File: config.mk
export PLATFORM = sky130hd
export DESIGN_NAME = booth_seq_multiplier
export DESIGN_NICKNAME = d
export VERILOG_FILES = /design/src/rtl/mul_pkg.sv /design/src/rtl/booth_r4_encoder.sv /design/src/rtl/booth_seq_multiplier.sv
export SDC_FILE = /design/constraint.sdc
export NUM_CORES = 1
export LEC_CHECK = 0
export ABC_AREA = 1
export CORE_MARGIN = 2
export CORE_UTILIZATION = 30
export CTS_BUF_LIST = sky130_fd_sc_hd__clkbuf_2 sky130_fd_sc_hd__clkbuf_4 sky130_fd_sc_hd__clkbuf_8
export CTS_CLUSTER_SIZE = 16
export DETAILED_ROUTE_END_ITERATION = 8
export PLACE_DENSITY = 0.52
export SLEW_MARGIN = 15
export SYNTH_ARGS = -nofsm -noshare
export SYNTH_HDL_FRONTEND = slang
export SYNTH_HIERARCHICAL = 1
export SYNTH_SLANG_ARGS = --single-unit
File: constraint.sdc
create_clock -name clock -period 7.9 [get_ports clock]
set_input_delay 0.79 -clock clock [delete_from_list [all_inputs] [get_ports clock]]
set_output_delay 0.79 -clock clock [all_outputs]
set_load 0.03 [all_outputs]
File: src/rtl/mul_pkg.sv
// Shared types and constants for the sequential radix-4 Booth multiplier.
package mul_pkg;

  typedef enum logic [1:0] {
    IDLE = 2'd0,
    RUN  = 2'd1,
    DONE = 2'd2
  } mul_state_t;

  // One recoded radix-4 digit: magnitude is one or two, neg flips the sign.
  typedef struct packed {
    logic neg;
    logic one;
    logic two;
  } booth_ctrl_t;

  localparam int MUL_WIDTH = 32;
  localparam int MUL_ITERS = MUL_WIDTH / 2;

  function automatic int mul_iters(input int width);
    return width / 2;
  endfunction

endpackage

File: src/rtl/booth_r4_encoder.sv
// Radix-4 Booth recoder: three overlapping multiplier bits to a signed digit
// in {-2,-1,0,+1,+2}, expressed as neg/one/two controls.
module booth_r4_encoder
  import mul_pkg::*;
(
  input  logic [2:0]  bits_i,
  output booth_ctrl_t ctrl_o
);

  always_comb begin
    ctrl_o.one = bits_i[1] ^ bits_i[0];
    ctrl_o.two = (bits_i[2] & ~bits_i[1] & ~bits_i[0]) |
                 (~bits_i[2] & bits_i[1] & bits_i[0]);
    // 3'b111 is a zero digit, so it must not assert neg.
    ctrl_o.neg = bits_i[2] & ~(bits_i[1] & bits_i[0]);
  end

endmodule

File: src/rtl/booth_seq_multiplier.sv
// Sequential radix-4 Booth multiplier, one digit per clock, registered HI/LO.
// Optional unsigned mode (is_unsigned port) is built when MUL_UNSIGNED_EN is defined.
module booth_seq_multiplier
  import mul_pkg::*;
#(
  parameter int WIDTH = MUL_WIDTH
) (
  input  logic             clock,
  input  logic             reset_n,
  input  logic             start,
  input  logic [WIDTH-1:0] multiplicand,
  input  logic [WIDTH-1:0] multiplier,
`ifdef MUL_UNSIGNED_EN
  input  logic             is_unsigned,
`endif
  output logic             busy,
  output logic             done,
  output logic [WIDTH-1:0] hi,
  output logic [WIDTH-1:0] lo
);

  localparam int ITERS = mul_iters(WIDTH);
  localparam int AW    = WIDTH + 2;
`ifdef MUL_UNSIGNED_EN
  localparam int QW    = WIDTH + 2;
`else
  localparam int QW    = WIDTH;
`endif
  localparam int CW    = $clog2(ITERS + 2);
  localparam logic [CW-1:0] LAST_S = CW'(ITERS - 1);
`ifdef MUL_UNSIGNED_EN
  localparam logic [CW-1:0] LAST_U = CW'(ITERS);
`endif

  mul_state_t      state_q;
  logic            busy_q, done_q;
  logic [WIDTH-1:0] hi_q, lo_q;
  logic [AW-1:0]   m_q, acc_q;
  logic [QW-1:0]   q_q;
  logic            qm1_q;
  logic [CW-1:0]   cnt_q;
`ifdef MUL_UNSIGNED_EN
  logic            unsigned_q;
`endif

  logic [AW-1:0]   m_ext;
  logic [QW-1:0]   q_ext;
  logic [CW-1:0]   last_iter;
  booth_ctrl_t     ctrl;
  logic [AW-1:0]   base, pp, sum;
  logic [AW-1:0]   acc_d;
  logic [QW-1:0]   q_d;
  logic            qm1_d;
  logic [WIDTH-1:0] hi_d, lo_d;
  logic            load;

  // Operand extension at capture: two guard bits keep 2*M exact for M = -2^(WIDTH-1).
  always_comb begin
`ifdef MUL_UNSIGNED_EN
    if (is_unsigned) begin
      m_ext = {2'b00, multiplicand};
      q_ext = {2'b00, multiplier};
    end else begin
      m_ext = {{2{multiplicand[WIDTH-1]}}, multiplicand};
      q_ext = {{2{multiplier[WIDTH-1]}}, multiplier};
    end
    last_iter = unsigned_q ? LAST_U : LAST_S;
`else
    m_ext     = {{2{multiplicand[WIDTH-1]}}, multiplicand};
    q_ext     = multiplier;
    last_iter = LAST_S;
`endif
  end

  booth_r4_encoder u_enc (
    .bits_i ({q_q[1], q_q[0], qm1_q}),
    .ctrl_o (ctrl)
  );

  always_comb begin
    base = '0;
    if (ctrl.two) begin
      base = {m_q[AW-2:0], 1'b0};
    end else if (ctrl.one) begin
      base = m_q;
    end
    pp    = ctrl.neg ? (~base + AW'(1)) : base;
    sum   = acc_q + pp;
    acc_d = {sum[AW-1], sum[AW-1], sum[AW-1:2]};
    q_d   = {sum[1:0], q_q[QW-1:2]};
    qm1_d = q_q[1];
    hi_d  = acc_d[WIDTH-1:0];
    lo_d  = q_d[QW-1 -: WIDTH];
`ifdef MUL_UNSIGNED_EN
    // The extra unsigned iteration shifts the product two bits further down.
    if (unsigned_q) begin
      hi_d = {acc_d[WIDTH-3:0], q_d[QW-1 -: 2]};
      lo_d = q_d[WIDTH-1:0];
    end
`endif
  end

  // Handshake: start is accepted on a rising edge only in IDLE or DONE; busy is
  // high for every RUN cycle and done pulses for one cycle with hi/lo valid.
  assign load = start && (state_q == IDLE || state_q == DONE);

  always_ff @(posedge clock or negedge reset_n) begin
    if (!reset_n) begin
      state_q    <= IDLE;
      busy_q     <= 1'b0;
      done_q     <= 1'b0;
      hi_q       <= '0;
      lo_q       <= '0;
      m_q        <= '0;
      acc_q      <= '0;
      q_q        <= '0;
      qm1_q      <= 1'b0;
      cnt_q      <= '0;
`ifdef MUL_UNSIGNED_EN
      unsigned_q <= 1'b0;
`endif
    end else begin
      case (state_q)
        IDLE: begin
          done_q <= 1'b0;
          if (start) begin
            state_q <= RUN;
            busy_q  <= 1'b1;
          end
        end
        RUN: begin
          acc_q <= acc_d;
          q_q   <= q_d;
          qm1_q <= qm1_d;
          cnt_q <= cnt_q + CW'(1);
          if (cnt_q == last_iter) begin
            state_q <= DONE;
            busy_q  <= 1'b0;
            done_q  <= 1'b1;
            hi_q    <= hi_d;
            lo_q    <= lo_d;
          end
        end
        DONE: begin
          done_q <= 1'b0;
          if (start) begin
            state_q <= RUN;
            busy_q  <= 1'b1;
          end else begin
            state_q <= IDLE;
          end
        end
        default: begin
          state_q <= IDLE;
          busy_q  <= 1'b0;
          done_q  <= 1'b0;
        end
      endcase

      if (load) begin
        m_q        <= m_ext;
        q_q        <= q_ext;
        qm1_q      <= 1'b0;
        acc_q      <= '0;
        cnt_q      <= '0;
`ifdef MUL_UNSIGNED_EN
        unsigned_q <= is_unsigned;
`endif
      end
    end
  end

  assign busy = busy_q;
  assign done = done_q;
  assign hi   = hi_q;
  assign lo   = lo_q;

endmodule

Word-level counts from Yosys, hierarchy flattened

Index checks and enable logic that the tools add are counted.

Logic and storage cells: 60
Memories: 0
Bits in latches: 0
Bits in read-only memories: 0
Output and inout bits: 66
RAM bits: 0
Flip-flop bits (word level): 172
Input port bits: 67

Equal/unequal tests: 6
Reduce and logical (&&, ||, !) cells: 8
$mul: 0
Bitwise operators: 13
Add/subtract/negate cells: 3
Divide/modulo/power cells: 0
Shift operators: 0
Magnitude comparators: 0
Muxes and demuxes: 20

Operator list:

| operator              | number |
|---|---|
| $mux 34               | 5 |
| $mux 32               | 2 |
| $add 34x1->34 const B | 1 |
| $add 34x34->34        | 1 |
| $not 34->34           | 1 |
| $mux 5                | 2 |
| $mux 1                | 7 |
| $and 1x1->1           | 6 |
| $pmux 2 s3            | 1 |
| $reduce_and 2->1      | 3 |
| $add 5x1->5 const B   | 1 |
| $eq 5x4->1 const B    | 1 |
| $mux 2                | 2 |
| $ne 2x2->1 const B    | 2 |
| $not 1->1             | 4 |
| $eq 2x1->1 const B    | 1 |
| $eq 2x2->1 const B    | 1 |
| $logic_not 2->1       | 1 |
| $ne 2x1->1 const B    | 1 |
| $pmux 1 s2            | 1 |
| $reduce_bool 2->1     | 1 |
| $reduce_or 2->1       | 1 |
| $logic_and 1x1->1     | 1 |
| $logic_or 1x1->1      | 1 |
| other kinds (2)       | 2 |

Depth between registers and ports, before layout

Gate-level depths: netlist of run 1.

Depth in word-level cells: 11
Mapped depth: 32
Depth with buffers taken out: 31

Modules after synthesis

Netlist of run 1, hierarchy kept.

Modules (own cells, without submodules):

| module               | area an instance (um2) | cells an instance | times used |
|---|---|---|---|
| booth_seq_multiplier | 10,078.4               | 1,370             | 1 |
| booth_r4_encoder     | 41.3                   | 8                 | 1 |

Least setup slack after synthesis of run 1

OpenSTA, ideal clock, no wires.

Kind: reg2reg
Start: register qm1_q
End: register hi_q[22] (netlist: hi[22])
Arrival: 3.299 ns
Slack: 4.483 ns
Path buffers: 1
Required time: 7.782 ns
Setup time: 0.118 ns
Cell stages (with the launch flop): 25
Path through: dfrtp_1 > ha_1 > buf_6 > inv_2 > nor2_2 > nand2_1 > nand2_1 > inv_1 > ha_1 > nand2_1 > nor2_2 > nand4_2 > o21ai_0 > xor2_1 > inv_1 > ha_1 > nand2_1 > nor2_1 > nand3_1 > o21ai_0 > nand3_1 > nand2_1 > nand2_1 > nand3_1 > nand2_1

RTL lines:

| what                   | line                        | RTL |
|---|---|---|
| start, declared        | booth_seq_multiplier.sv:40  | `logic qm1_q;` |
| start signal, assigned | booth_seq_multiplier.sv:134 | `qm1_q <= qm1_d;` |
| end signal, assigned   | booth_seq_multiplier.sv:140 | `hi_q <= hi_d;` |
| end, declared          | booth_seq_multiplier.sv:37  | `logic [WIDTH-1:0] hi_q, lo_q;` |

==> flow_summary.yaml, run 1 <==
route:
  vias: 9094
  via_per_inst: 4.68
  wl_per_cell_um: 15.2
  drt_iter0_drc: 533
  first_pass_iters: 7
  drc: 0
  antenna_left: 0
  wirelength_um: 29600
floorplanning:
  core_um2: 33400
  fp.dieW_um: 188
  die-area_um2: 35200
  num_rows: 67
  start_util_pct: 30.3
  io_pins: 133
  die_height_um: 188
worst_setup_path:
  cpMostUsedCell: "nand2_1"
  crit_path_max_incr_delay_ps: 920
  crit_buf_inv: 3
  worstPathMaxFanout: 28
  crit_path_top_delay_cell: "ha_1"
  cp.required_ps: 8330
  crit_family: "simple AND/OR/NAND/NOR gates"
  crit_type: "reg2reg"
  start_kind: "flip-flop"
  cp.arrival_ps: 5120
  cp-end-kind: "flip-flop"
  crit_chain: "ha_1 > inv_2 > nor2_2 > nand2_1 > nand2_1 > inv_1 > ha_1 > nand2_1 > nor2_2 > nand4_2 > nand2_1 > xor2_1 > inv_1 > ha_1 > nand2_1 > nor2_1 > nand2_1 > o21ai_0 > nand2_1 > nand2_1 > xor2_1 > nand2_1 > nand2_1"
clocking:
  cts_tree: "built"
  htreeDepth: 4
  cts_hold_buffers: 0
  clock_sinks: 170
  path_clk_slew_ps: 100
  cts-root-buf: "clkbuf_8"
  cts_resized: 0
  clkLatencyLatePin_ps: 510
  cts_buffers: 17
  post-cts-setup-buffers: 0
  cts_buffer_depth: 2
timing:
  fin_skew_ps: 16.1
  final-setup-viol-count: 0
  setup_tns_ps: 0
  finalCritPeriodShare_pct: 59.3
  relSlewSlack_pct: 33.1
  hold_ws_ps: 356
  fmax_mhz: 213
  rsz0062_at_grt: "false"
  hold_violations: 0
  min_period_ps: 4680
  worst_pin_slew_ps: 1000
  slew_viol_final: 0
synth:
  async_flop_share_pct: 100
  synth_fp_nets: 1483
  syn-mean-instance-area_um2: 7.34
  synth-seq-area-share_pct: 42.0
  synth_edf_count: 0
  yosysUniqueCellTypes: 41
  ys_ff_latch: 170
  ys.flop_type: "dfrtp_1"
  syn_area_um2: 10100
  synthCells: 1378
  yosys_warnings: 6
placement:
  routabilityCongestion: 0.846
  portBuffers: 132
  place_hpwl_um: 22000
finish:
  drive_above_1_share_pct: 6.01
  areaGrowthSynthToFinish_pct: 20.6
  final_common_cell: "nand2_1"
  final_nets: 1589
  layout_common_cells: "nand2_1, o21ai_0, dfrtp_1"
  diodes: 0
global_route:
  antenna_found_initial: 0
  grt_usage_pct: 17.1
  gr-total-overflow: 0
  grt_pass1_wl_um: 47700
  grt_max_degree: 99
  grt_pass1_vias: 8643
job:
  cap_violations: 0
hold_path:
  hold_class: "in2async"
status:
  status: "complete, no violations"
==> per-layer routing <==
metal,routed length (um),vias to the layer above,global-route usage [%]
li1,-,4677,-
met1,15300,4236,24.9
met2,13000,167,26.7
met3,997,14,2.81
met4,280,0,4.09
met5,0,-,0
==> final cells by class <==
class	count	area [um^2]
clock inverters	15	186
fillers	3608	21200
flip-flops and latches	170	4250
clock buffers	17	234
well taps	448	561
multi-input cells	1028	5110
inverters	129	489
repair buffers	138	1370
==> final timing paths <==
path / end / startpoint / slack [ps] / depth (start not counted)
worst max-delay path: acc_q[19] / q_q[0] / 3220 / 23
worst min-delay path: lo[7] / reset_n / 360 / 1
worst max register to register: acc_q[19] / q_q[0] / 3220 / 23
worst min register to register: hi[17] / hi[17] / 480 / 2
max in group asynchronous: m_q[20] / reset_n / 5980 / 2
min in group clock: hi[17] / hi[17] / 480 / 2
==> registers in the layout (all words and copies together), names as in the netlist <==
name / flops
cnt_q: 5
busy: 1
q_q: 32
done: 1
hi: 32
state_q: 2
acc_q: 32
lo: 32
m_q: 32
qm1_q: 1
==> synthesized netlist by cell type, types with 3 or more instances <==
cell type | instances | area (um^2)
a21o_1 | 5 | 37.5
a21oi_1 | 45 | 225
a31oi_1 | 5 | 31.3
buf_1 | 3 | 11.3
buf_2 | 8 | 40.0
buf_4 | 5 | 37.5
buf_6 | 7 | 78.8
clkbuf_1 | 28 | 105
dfrtp_1 | 170 | 4250
ha_1 | 37 | 463
inv_1 | 117 | 439
inv_2 | 9 | 33.8
nand2_1 | 458 | 1720
nand2_2 | 9 | 56.3
nand3_1 | 98 | 490
nand3_2 | 7 | 70.1
nand3b_1 | 4 | 30.0
nand4_1 | 8 | 50.1
nor2_1 | 89 | 334
nor2_2 | 9 | 56.3
nor2_4 | 4 | 45.0
nor3_1 | 5 | 25.0
nor4_1 | 3 | 18.8
o21ai_0 | 171 | 856
o21ai_1 | 3 | 15.0
o221ai_1 | 3 | 26.3
o22ai_1 | 3 | 18.8
or2_2 | 7 | 43.8
xnor2_1 | 10 | 87.6
xor2_1 | 33 | 289
==> through the flow <==
stage | instance area (um^2) | setup slack (ps) | utilization [%] | instances
CTS | 12200 | 2990 | 36.6 | 1945
global placement | 11800 | 3180 | 35.3 | 1913
floorplan | 10100 | 4480 | - | 1378
detailed placement | 11800 | 3020 | 35.3 | 1913
finish | 12200 | 3220 | 36.6 | 1945
global route | 12200 | 2630 | 36.6 | 1945
==> cell families (layout without fill, tap and decap cells) <==
logic type	after synthesis	count (layout)	synth area share [%]
adders and majority gates	38	38	4.77
buffers and inverters	180	299	7.53
AOI/OAI and AO/OA	243	243	12.6
xor gates and xnor gates	43	43	3.72
DFF	170	170	42.0
and+or+nand+nor	704	704	29.3
Power of run 1 is not shown: default switching activity piles up to over one toggle a cycle in this logic, so the estimate is an artifact.
==> inputs of run 2 (changes only) <==
clock period = 4.7 ns   (was 7.9 ns; I/O delays follow)
==> run 2 against run 1 <==
- clock-buffer cell count up 2
- first-iteration DRC count is 11% higher
- design area shrank 0.12%
==> flow_summary.yaml, run 2 (synthesis gave the netlist of run 1 again) <==
timing:
  fin_skew_ps: 18.9
  final-setup-viol-count: 0
  worst_pin_slew_ps: 956
  rsz0062_at_grt: "false"
  hold_violations: 0
  fmax_mhz: 240
  setup_tns_ps: 0
  finalCritPeriodShare_pct: 88.7
  min_period_ps: 4170
  slew_viol_final: 0
  relSlewSlack_pct: 36.2
finish:
  final_common_cell: "nand2_1"
  diodes: 0
  drive_above_1_share_pct: 6.13
  fillers: 3628
  layout_common_cells: "nand2_1, o21ai_0, dfrtp_1"
  areaGrowthSynthToFinish_pct: 20.4
  layout.cells.non_filler: 1948
  final_nets: 1594
placement:
  placedCellCount: 1918
  routabilityCongestion: 0.863
  place_hpwl_um: 22200
  portBuffers: 132
route:
  via_per_inst: 4.68
  drc: 0
  antenna_left: 0
  first_pass_iters: 5
  wl_per_cell_um: 15.4
  drt_iter0_drc: 594
  vias: 9111
  wirelength_um: 30000
worst_setup_path:
  crit_path_top_delay_cell: "o21ai_0"
  crit_chain: "ha_1 > buf_4 > nand3_1 > ha_1 > nand2_1 > nor2_2 > nand4_2 > o21ai_0 > xor2_1 > inv_1 > ha_1 > nand2_1 > nor2_1 > nand3_1 > o21ai_0 > nand3_1 > nand2_1 > nand2_1 > nand3_1 > nand2_1"
  worstPathMaxFanout: 27
  cp.arrival_ps: 4540
  start_kind: "flip-flop"
  crit_buf_inv: 2
  cpMostUsedCell: "nand2_1"
  crit_type: "reg2reg"
  cp.required_ps: 5070
  crit_family: "simple AND/OR/NAND/NOR gates"
  crit_path_max_incr_delay_ps: 450
  cp-end-kind: "flip-flop"
clocking:
  cts-root-buf: "clkbuf_8"
  cts_tree: "built"
  clkLatencyLatePin_ps: 490
  cts_buffers: 17
  cts_buffer_depth: 2
  clock_sinks: 170
  path_clk_slew_ps: 100
  htreeDepth: 4
floorplanning:
  start_util_pct: 30.3
  num_rows: 67
  fp.dieW_um: 188
  core_um2: 33400
  io_pins: 133
  die_height_um: 188
  die-area_um2: 35200
global_route:
  grt_max_degree: 95
  grt_usage_pct: 17.6
  grt_pass1_wl_um: 49000
  grt_pass1_vias: 8851
  antenna_found_initial: 0
  gr-total-overflow: 0
status:
  status: "complete, no violations"
job:
  cap_violations: 0
hold_path:
  hold_class: "in2async"
-- run 2: cell count changes in the layout (fill, tap and decap cells not counted), sizes merged --
cell / delta
buf: +5
clkinv: -3
clkbuf: +2
clkinvlp: +2
inv: -2
bufinv: -1
-- run 2: layout make-up --
cell class	instances	area [um^2]	area share [%]
multi-input combinational	1028	5100	41.9
sequential	170	4250	34.9
timing repair buffer	143	1410	11.5
tap	448	561	4.60
inverter	129	489	4.01
clock buffer	19	262	2.15
clock inverter	11	114	0.934
-- run 2: worst paths after layout --
path / start / end / slack (ps) / cells past startpoint
setup / recovery: qm1_q / hi[21] / 530 / 20
hold / removal: reset_n / lo[4] / 70 / 1
setup reg to reg: qm1_q / hi[21] / 530 / 20
hold reg to reg: hi[20] / hi[20] / 480 / 2
max in group asynchronous: reset_n / lo[29] / 3490 / 2
min in group clock: hi[20] / hi[20] / 480 / 2
-- run 2: repair_timing --
action	CTS	global route
resized for setup	0	1
hold buffers	0	0
buffers inserted	0	0
endpoints found under the hold margin	0	0
setup endpoints to repair	0	2
-- run 2: layer usage --
layer | routed length (um) | share of wire, % | vias up | GRT usage, %
li1 | - | - | 4676 | -
met1 | 15100 | 50 | 4242 | 26.0
met2 | 13400 | 45 | 183 | 26.6
met3 | 1180 | 3.9 | 10 | 3.03
met4 | 254 | 0.85 | 0 | 4.09
met5 | 0 | 0 | - | 0
-- run 2: metrics by stage --
step                cell area [um^2]  setup WS [ps]  util [%]  hold slack (ps)
finish                         12200            531      36.5             68.1
global placement               11800            559      35.4              464
global route                   12200           32.4      36.5              137
CTS                            12200            474      36.5             95.6
floorplan                      10100           1280         -              174
detailed placement             11800            507      35.4              467
-- run 2: worst reg2reg max path: cells and delay by family (launching register included) --
kind	cells	cell delay, ps
xor+xnor	1	180
fa+ha+maj	3	870
simple gates	12	1560
compound gates	2	700
flops	1	420
buf+inv	2	330
Power of run 2 is left out for the same reason.
